$ cat src/rtl/car_alarm_pkg.sv
// Shared definitions for the car alarm controller: state encodings, door limit
// and the helper that sizes the shared countdown timer.
package car_alarm_pkg;

  localparam int MaxDoors = 16;

  typedef enum logic [2:0] {
    StDisarmed = 3'd0,
    StArming   = 3'd1,
    StArmed    = 3'd2,
    StEntry    = 3'd3,
    StAlarm    = 3'd4
  } alarmState_e;

  // Bits needed to hold the largest of the three delays without wrapping.
  function automatic int counterWidth(input int armDelay, input int entryDelay,
                                      input int sirenTime);
    int maxDelay;
    maxDelay = armDelay;
    if (entryDelay > maxDelay) maxDelay = entryDelay;
    if (sirenTime > maxDelay) maxDelay = sirenTime;
    return $clog2(maxDelay + 1);
  endfunction

endpackage

$ cat src/rtl/car_alarm_ctrl_timer.sv
// Saturating down-counter shared by the ARMING, ENTRY and ALARM phases.
// expire is high during the last cycle of a loaded period.
module alarm_timer #(
  parameter int WIDTH = 6
) (
  input  logic             clk,
  input  logic             reset,
  input  logic             load,
  input  logic [WIDTH-1:0] load_value,
  output logic             expire
);

  logic [WIDTH-1:0] count;

  always_ff @(posedge clk) begin
    if (reset) begin
      count <= '0;
    end else if (load) begin
      count <= load_value;
    end else if (count != '0) begin
      count <= count - 1'b1;
    end
  end

  // A period of N cycles starts at N, so the final cycle is the one at 1.
  assign expire = (count == WIDTH'(1));

endmodule

$ cat src/rtl/car_alarm_ctrl.sv
// Car alarm controller: passive arming after an exit, entry-delay chime,
// bounded siren and per-door re-trigger masking, plus the lights-on warning.
module car_alarm_ctrl
  import car_alarm_pkg::*;
#(
  parameter int NUM_DOORS   = 4,
  parameter int ARM_DELAY   = 16,
  parameter int ENTRY_DELAY = 8,
  parameter int SIREN_TIME  = 32
) (
  input  logic                 clk,
  input  logic                 reset,
  input  logic                 IgnitionSignalOn,
  input  logic                 CarLightsOnSign,
  input  logic [NUM_DOORS-1:0] OpenDoorSign,
  output logic                 PassiveSignal,
  output logic                 ArmedStatus,
  output logic                 EntryWarn,
  output logic                 SirenOn,
  output logic [2:0]           StateOut
);

  localparam logic [2:0] DISARMED = StDisarmed;
  localparam logic [2:0] ARMING   = StArming;
  localparam logic [2:0] ARMED    = StArmed;
  localparam logic [2:0] ENTRY    = StEntry;
  localparam logic [2:0] ALARM    = StAlarm;

  localparam int TimerWidth = counterWidth(ARM_DELAY, ENTRY_DELAY, SIREN_TIME);
  localparam logic [TimerWidth-1:0] ArmLoad   = TimerWidth'(ARM_DELAY);
  localparam logic [TimerWidth-1:0] EntryLoad = TimerWidth'(ENTRY_DELAY);
  localparam logic [TimerWidth-1:0] SirenLoad = TimerWidth'(SIREN_TIME);

  logic [2:0]            state;
  logic [2:0]            nextState;
  logic                  exitSeen;
  logic [NUM_DOORS-1:0]  doorMask;
  logic [NUM_DOORS-1:0]  effDoor;
  logic                  anyDoor;
  logic                  timerLoad;
  logic [TimerWidth-1:0] timerLoadValue;
  logic                  timerExpire;

  assign anyDoor = |OpenDoorSign;
  assign effDoor = OpenDoorSign & ~doorMask;

  alarm_timer #(
    .WIDTH(TimerWidth)
  ) uTimer (
    .clk       (clk),
    .reset     (reset),
    .load      (timerLoad),
    .load_value(timerLoadValue),
    .expire    (timerExpire)
  );

  // Ignition is the disarm key and beats everything; a door opening in ARMING
  // wins over timer expiry because the door test comes first.
  always_comb begin
    nextState      = state;
    timerLoad      = 1'b0;
    timerLoadValue = '0;
    if (IgnitionSignalOn) begin
      nextState = DISARMED;
    end else begin
      case (state)
        DISARMED: begin
          if (exitSeen && !anyDoor) begin
            nextState      = ARMING;
            timerLoad      = 1'b1;
            timerLoadValue = ArmLoad;
          end
        end
        ARMING: begin
          if (anyDoor) nextState = DISARMED;
          else if (timerExpire) nextState = ARMED;
        end
        ARMED: begin
          if (|effDoor) begin
            nextState      = ENTRY;
            timerLoad      = 1'b1;
            timerLoadValue = EntryLoad;
          end
        end
        ENTRY: begin
          if (timerExpire) begin
            nextState      = ALARM;
            timerLoad      = 1'b1;
            timerLoadValue = SirenLoad;
          end
        end
        ALARM: begin
          if (timerExpire) nextState = ARMED;
        end
        default: nextState = DISARMED;
      endcase
    end
  end

  // Doors still open when the siren stops are masked until they close once.
  always_ff @(posedge clk) begin
    if (reset) begin
      state         <= DISARMED;
      exitSeen      <= 1'b0;
      doorMask      <= '0;
      PassiveSignal <= 1'b0;
    end else begin
      state <= nextState;
      if (IgnitionSignalOn) exitSeen <= 1'b0;
      else if (state == DISARMED && anyDoor) exitSeen <= 1'b1;
      if (nextState == DISARMED) doorMask <= '0;
      else if (state == ALARM && timerExpire) doorMask <= OpenDoorSign;
      else doorMask <= doorMask & OpenDoorSign;
      PassiveSignal <= CarLightsOnSign & anyDoor & ~IgnitionSignalOn;
    end
  end

  assign StateOut    = state;
  assign ArmedStatus = (state == ARMED) || (state == ENTRY) || (state == ALARM);
  assign EntryWarn   = (state == ENTRY);
  assign SirenOn     = (state == ALARM);

endmodule

$ cat config.mk
export PLATFORM = sky130hd
export DESIGN_NAME = car_alarm_ctrl
export DESIGN_NICKNAME = d
export VERILOG_FILES = /design/src/rtl/car_alarm_pkg.sv /design/src/rtl/car_alarm_ctrl_timer.sv /design/src/rtl/car_alarm_ctrl.sv
export SDC_FILE = /design/constraint.sdc
export NUM_CORES = 1
export LEC_CHECK = 0
export ABC_AREA = 0
export BUFFER_PORTS_ARGS = -buffer_cell sky130_fd_sc_hd__clkbuf_2
export CAP_MARGIN = 20
export CELL_PAD_IN_SITES_DETAIL_PLACEMENT = 0
export CELL_PAD_IN_SITES_GLOBAL_PLACEMENT = 2
export CORE_UTILIZATION = 30
export CTS_BUF_LIST = sky130_fd_sc_hd__clkbuf_2
export DETAILED_ROUTE_END_ITERATION = 10
export GPL_ROUTABILITY_DRIVEN = 0
export PLACE_DENSITY_LB_ADDON = 0.12
export REMOVE_ABC_BUFFERS = 1
export SLEW_MARGIN = 40
export SYNTH_ARGS = -nofsm -noshare
export SYNTH_HDL_FRONTEND = slang
export SYNTH_SLANG_ARGS = --single-unit
$ cat constraint.sdc
create_clock -name clk -period 2.2 [get_ports clk]
set_clock_uncertainty 0.05 [all_clocks]
set_input_delay 0.33 -clock clk [delete_from_list [all_inputs] [get_ports clk]]
set_output_delay 0.33 -clock clk [all_outputs]
set_load 0.1 [all_outputs]
==> flow_summary.json, run 1 <==
{
  "p_total_uw": 887,
  "yosysWarnings": 0,
  "dpl_worst_slack_ps": 249,
  "dpl_cell_area_um2": 971,
  "die_area_mm2": 0.00298,
  "grt_util_all_layers_pct": 14.7,
  "cp_data_arrival_time_ps": 2120,
  "nets": 120,
  "crit_path_start_kind": "flop",
  "max_stage_delay_ps": 590,
  "timing.final.max_slew_violations": 0,
  "initial_core_util_pct": 32.6,
  "tightest_slew_ps": 537,
  "fin_crit_sh_pct": 90.0,
  "via_per_inst": 5.26,
  "synth_xor_area_share_pct": 3.17,
  "r2r_cells": 5,
  "synth_compound_area_share_pct": 22.5,
  "n_antenna_cell": 0,
  "grt_pass1_vias": 691,
  "synth_adder_area_share_pct": 3.02,
  "drt_pass1_iterations": 4,
  "synthSimpleGateAreaFrac_pct": 31.7,
  "post_cts_buffers": 0,
  "crit_fanout": 6,
  "cts_max_level": 1,
  "crit_family": "simple AND/OR/NAND/NOR gates",
  "drt-total-wl_mm": 1.84,
  "hold_path.class": "in -> reg",
  "syn2layout_area_growth_pct": 19.8,
  "antenna_found_initial": 0,
  "p_leak_nw": 0.443,
  "drc_errors": 0,
  "power_frac_comb_pct": 43.1,
  "place_hpwl_mm": 1.43,
  "internal-power_uw": 537,
  "cts.sinks": 15,
  "fin_tns_setup_ps": 0,
  "die_height_um": 54.6,
  "r2r-end": "doorMask[3]$_SDFF_PP0_",
  "min_path_cells": 2,
  "seq_area_frac_synth_pct": 36.2,
  "status": "complete, no violations",
  "r2r_start": "uTimer.count[2]$_SDFFE_PP0P_",
  "clock.fmax_ghz": 0.505,
  "power_frac_seq_pct": 41.6,
  "ys_ff_latch": 15,
  "endpoint_kind": "flop",
  "synth_mux_area_share_pct": 0,
  "path_clk_slew_ps": 150,
  "switchingPower_uw": 350,
  "fin_crit_ps": 1980,
  "finalSetupViolations": 0,
  "port-buffer-count": 14,
  "synth_top_family_by_area": "simple AND/OR/NAND/NOR gates",
  "path_cells": "or4_4 -> o21ai_0 -> a31oi_1 -> or3_4 -> o211a_1",
  "ir_drop_mv": 0.524,
  "cp.depth": 5,
  "min_to": "uTimer.count[5]$_SDFFE_PP0P_",
  "clockBufferDepth": 2,
  "cellPowerDensity_mw_per_mm2": 893,
  "path_buf_inv": 0,
  "placed_cells": 135,
  "holdWs_ps": 208,
  "layout_setup_ws_ps": 220,
  "grt-ovfl-total": 0,
  "design.portCount": 15,
  "drtIter0Drc": 19,
  "core_mm2": 0.00254,
  "maxCapViolations": 0,
  "layout.cells.non_filler": 139,
  "drive_gt1_share_pct": 28.4,
  "ant_nets": 0,
  "rsz0062_at_grt": "false",
  "max_slew_margin_pct": 64.3,
  "final_util_pct": 39.0,
  "grt_max_degree": 12,
  "cts_tree": "done",
  "num_rows": 18,
  "layout_common_cells": "15 x dfxtp_1, 15 x clkbuf_2, 7 x nor2_1",
  "switching_share_pct": 39.5,
  "hold_start": "reset",
  "critPathSlowestCell": "or4_4",
  "regToRegSetupSlack_ps": 220,
  "worstSkewPairLatency_ps": 270,
  "clock_power_share_pct": 15.2,
  "finalHoldViolCount": 0,
  "synth.avg_cell_area_um2": 9.22,
  "crit_type": "reg -> reg",
  "cts_made_buffers": 3,
  "wl_per_cell_um": 13.2,
  "fin_area_um2": 993,
  "cts_root_buf": "clkbuf_2",
  "die_x_um": 54.6,
  "critPathRequiredTime_ps": 2340,
  "synth_cells": 90,
  "vias": 731,
  "syn-cell-area_um2": 830,
  "synth_cell_types": 32,
  "grt_pass1_wl_mm": 3.08
}
-- registers in the layout, indices dropped and copies added, names as in the netlist --
signal	flops
PassiveSignal	1
StateOut	3
doorMask	4
exitSeen	1
uTimer.count	6
-- routing by layer --
layer | vias up | global-route usage [%] | share of wire (%)
li1 | 369 | - | -
met1 | 341 | 19.8 | 49
met2 | 19 | 22.7 | 45
met3 | 2 | 2.50 | 5.3
met4 | 0 | 6.41 | 0.54
met5 | - | 0 | 0
-- repair_timing --
item / CTS / global route
hold buffers: 0 / 0
setup endpoints to repair: 0 / 1
resized for setup: 0 / 2
-- cells by family after synthesis --
logic type	after synthesis
buffers and inverters	7
adder cells (fa/ha/maj)	2
XOR/XNOR	3
AND/OR/NAND/NOR	40
flip-flops	15
AO/OA/AOI/OAI	23
-- Yosys cell counts --
cell / count / area [um2]
nor4_1: 1 / 6.26
and2_1: 1 / 6.26
a211oi_1: 4 / 30.0
nand2b_1: 1 / 6.26
a31oi_1: 4 / 25.0
o41ai_4: 1 / 27.5
o221ai_2: 1 / 15.0
a21oi_1: 4 / 20.0
o211a_1: 4 / 40.0
nand3b_1: 2 / 15.0
buf_2: 2 / 10.0
inv_1: 4 / 15.0
and3_1: 1 / 6.26
ha_1: 2 / 25.0
nand2_1: 3 / 11.3
or4_4: 1 / 11.3
nor2b_1: 6 / 37.5
or3_4: 1 / 11.3
xor2_1: 2 / 17.5
xnor2_1: 1 / 8.76
a2111oi_0: 1 / 8.76
clkbuf_1: 1 / 3.75
nor2_1: 7 / 26.3
or2b_1: 1 / 7.51
or2_2: 3 / 18.8
nor3b_1: 5 / 37.5
or2_1: 1 / 6.26
nor4b_1: 2 / 17.5
nor4_2: 2 / 25.0
nand4_1: 2 / 12.5
o21ai_0: 4 / 20.0
dfxtp_1: 15 / 300
-- layout make-up --
class | count | area (um2)
Timing Repair Buffer | 18 | 120
Fill cell | 271 | 1550
Tap cell | 30 | 37.5
Inverter | 4 | 15.0
Sequential cell | 15 | 300
Clock buffer | 4 | 20.0
Multi-Input combinational cell | 68 | 500
-- power groups by stage --
stage | combinational [mW] | sequential (mW) | clock [mW]
2_1_floorplan | 0.279 | 0.365 | 0
3_3_place_gp | 0.383 | 0.373 | 0
3_5_place_dp | 0.380 | 0.373 | 0
4_1_cts | 0.385 | 0.367 | 0.144
5_1_grt | 0.439 | 0.377 | 0.161
6_report | 0.383 | 0.369 | 0.135
-- how the worst max path moves through the flow --
stage,from,endpoint,slack (ps)
after CTS,StateOut[1]$_SDFF_PP0_,EntryWarn,70
after global routing,uTimer.count[0]$_SDFFE_PP0P_,uTimer.count[3]$_SDFFE_PP0P_,40
final,uTimer.count[2]$_SDFFE_PP0P_,doorMask[3]$_SDFF_PP0_,220
after floorplan,StateOut[2]$_SDFF_PP0_,ArmedStatus,-2430
after global placement,uTimer.count[2]$_SDFFE_PP0P_,uTimer.count[3]$_SDFFE_PP0P_,240
after detailed placement,uTimer.count[2]$_SDFFE_PP0P_,doorMask[1]$_SDFF_PP0_,250
Note: power is estimated with default switching activity, not from simulation.
==> run 2: changes to the inputs <==
--- a/config.mk
+++ b/config.mk
@@ -5,13 +5,13 @@
 export SDC_FILE = /design/constraint.sdc
 export NUM_CORES = 1
 export LEC_CHECK = 0
-export ABC_AREA = 0
+export ABC_AREA = 1
 export BUFFER_PORTS_ARGS = -buffer_cell sky130_fd_sc_hd__clkbuf_2
 export CAP_MARGIN = 20
 export CELL_PAD_IN_SITES_DETAIL_PLACEMENT = 0
 export CELL_PAD_IN_SITES_GLOBAL_PLACEMENT = 2
 export CORE_UTILIZATION = 30
-export CTS_BUF_LIST = sky130_fd_sc_hd__clkbuf_2
+export CTS_BUF_LIST = sky130_fd_sc_hd__clkbuf_4 sky130_fd_sc_hd__clkbuf_8
 export DETAILED_ROUTE_END_ITERATION = 10
 export GPL_ROUTABILITY_DRIVEN = 0
 export PLACE_DENSITY_LB_ADDON = 0.12
==> run 2 against run 1 <==
Synthesized area is 6.5% higher; critical endpoint is now EntryWarn; maximum frequency up 7.6%; wire length decreased by 3.9%; critical path type is now reg -> out; sequential power decreased by 4%; critical path depth down 2; sequential cell count unchanged; final cell count increased by 32%.
==> flow_summary.json, run 2 <==
{
  "critPathRequiredTime_ps": 1820,
  "drt_pass1_iterations": 4,
  "cp_data_arrival_time_ps": 1460,
  "hold_buffers": 0,
  "grt-ovfl-total": 0,
  "rsz0062_at_grt": "false",
  "grt_pass1_wl_mm": 3.13,
  "final_util_pct": 36.8,
  "cts_made_buffers": 3,
  "cellPowerDensity_mw_per_mm2": 899,
  "min_path_cells": 3,
  "ir_drop_mv": 0.525,
  "drc_errors": 0,
  "top_register": "uTimer.count",
  "syn-cell-area_um2": 883,
  "p_leak_nw": 0.578,
  "fin_crit_sh_pct": 83.7,
  "n_antenna_cell": 0,
  "antenna_found_initial": 0,
  "dpl_worst_slack_ps": 674,
  "tightest_slew_ps": 540,
  "core_mm2": 0.00278,
  "timing.final.max_slew_violations": 0,
  "grt_util_all_layers_pct": 12.6,
  "maxCapViolations": 0,
  "r2r_cells": 10,
  "drive_gt1_share_pct": 23.7,
  "synth_edf_count": 0,
  "design.portCount": 15,
  "holdWs_ps": 186,
  "seq_area_frac_synth_pct": 34.0,
  "grt_max_degree": 9,
  "synth.avg_cell_area_um2": 6.59,
  "hold_path.class": "in -> reg",
  "synth_cell_types": 19,
  "port-buffer-count": 14,
  "die_x_um": 56.3,
  "ys_top_cells_by_count": "34 x nand2_1, 24 x inv_1, 21 x nor2_1, 15 x dfxtp_1, 7 x nor2_2",
  "wl_per_cell_um": 9.65,
  "max_slew_margin_pct": 64.1,
  "status": "complete, no violations",
  "cts_max_level": 1,
  "yosysMostFrequentCell": "nand2_1",
  "vias": 813,
  "grt_pass1_vias": 716,
  "finalSetupViolations": 0,
  "cts.sinks": 15,
  "ys_ff_latch": 15,
  "num_rows": 19,
  "layout_common_cells": "34 x nand2_1, 24 x inv_1, 21 x nor2_1",
  "layout_setup_ws_ps": 359,
  "fin_crit_ps": 1840,
  "clockBufferDepth": 2,
  "crit_type": "reg -> out",
  "cts_tree": "done",
  "regToRegSetupSlack_ps": 690,
  "drtIter0Drc": 25,
  "endpoint_kind": "output port",
  "die_height_um": 56.3,
  "synth_top_area_share_pct": 34.0,
  "largest_reg_flops": 6,
  "crit_path_start_kind": "flop",
  "die_area_mm2": 0.00317,
  "drt-total-wl_mm": 1.77,
  "async_flop_share_pct": 0,
  "cts_resized": 0,
  "via_per_inst": 4.44,
  "synth_flop_cell": "dfxtp_1",
  "synth_top_area_cell": "dfxtp_1",
  "yosysWarnings": 0,
  "initial_core_util_pct": 31.8,
  "clock.fmax_ghz": 0.543,
  "fillers": 313,
  "ant_nets": 0,
  "cts_root_buf": "clkbuf_4",
  "ys_top_cells_by_area": "dfxtp_1 34%, nand2_1 14%, inv_1 10%",
  "syn2layout_area_growth_pct": 15.7,
  "post_cts_buffers": 0,
  "crit_fanout": 4,
  "path_clk_slew_ps": 90,
  "synth_cells": 134,
  "worstSkewPairLatency_ps": 280,
  "fin_tns_setup_ps": 0,
  "place_hpwl_mm": 1.47,
  "finalHoldViolCount": 0,
  "nets": 163,
  "layout_commonest_cell": "nand2_1"
}
[run 2: changes by cell type after synthesis, moves of 5 or more]
cell / change
nand2_1: +31
nor2_1: +14
nor2b_1: -6
nor2_2: +7
nor3b_1: -5
inv_1: +20
[run 2: routing by layer]
layer,wire length [um],up-vias,track usage (%)
li1,-,441,-
met1,840,365,16.0
met2,866,7,20.6
met3,59,0,4.84
met4,0,0,2.09
met5,0,-,0
[run 2: path summary, 6_finish.rpt]
check / start / end
setup reg to reg: uTimer.count[1]$_SDFFE_PP0P_ / doorMask[3]$_SDFF_PP0_
setup / recovery: StateOut[1]$_SDFF_PP0_ / EntryWarn
hold reg to reg: uTimer.count[2]$_SDFFE_PP0P_ / uTimer.count[2]$_SDFFE_PP0P_
hold / removal: CarLightsOnSign / PassiveSignal$_SDFF_PP0_
[run 2: per-stage QoR]
step                      total power [mW]  std cells  instance area, um2
after global placement               0.742        179                 992
after global routing                 0.988        183                1020
final                                0.919        183                1020
after floorplan                      0.672        134                 883
after CTS                            0.928        183                1020
after detailed placement             0.749        179                 992
[run 2: power by group]
part	total, mW	leakage, nW	internal (mW)	switching (mW)
clock network	0.174	0.0184	0.0828	0.0908
registers	0.355	0.123	0.316	0.0386
logic	0.390	0.437	0.154	0.236
[run 2: layout make-up]
type	count	area, um2	share of cell area [%]
Sequential cell	15	300	29.4
Timing Repair Buffer	14	70.1	6.85
Multi-Input combinational cell	94	489	47.9
Inverter	25	93.8	9.18
Clock buffer	4	30.0	2.94
Tap cell	31	38.8	3.79
[run 2: worst max-delay path: stages, from the launching register on]
cell      delay, ps
dfxtp_1         430
nand2_2         110
nor2_2          160
clkbuf_2        480
[run 2: logic make-up (layout without fill, tap and decap cells)]
logic type	after synthesis	after routing	share of synthesized area, %
DFF	15	15	34.0
xor gates and xnor gates	3	3	2.98
buffers and inverters	25	43	10.6
AOI/OAI and AO/OA	13	13	8.50
and+or+nand+nor	76	76	41.1
adders and majority gates	2	2	2.83
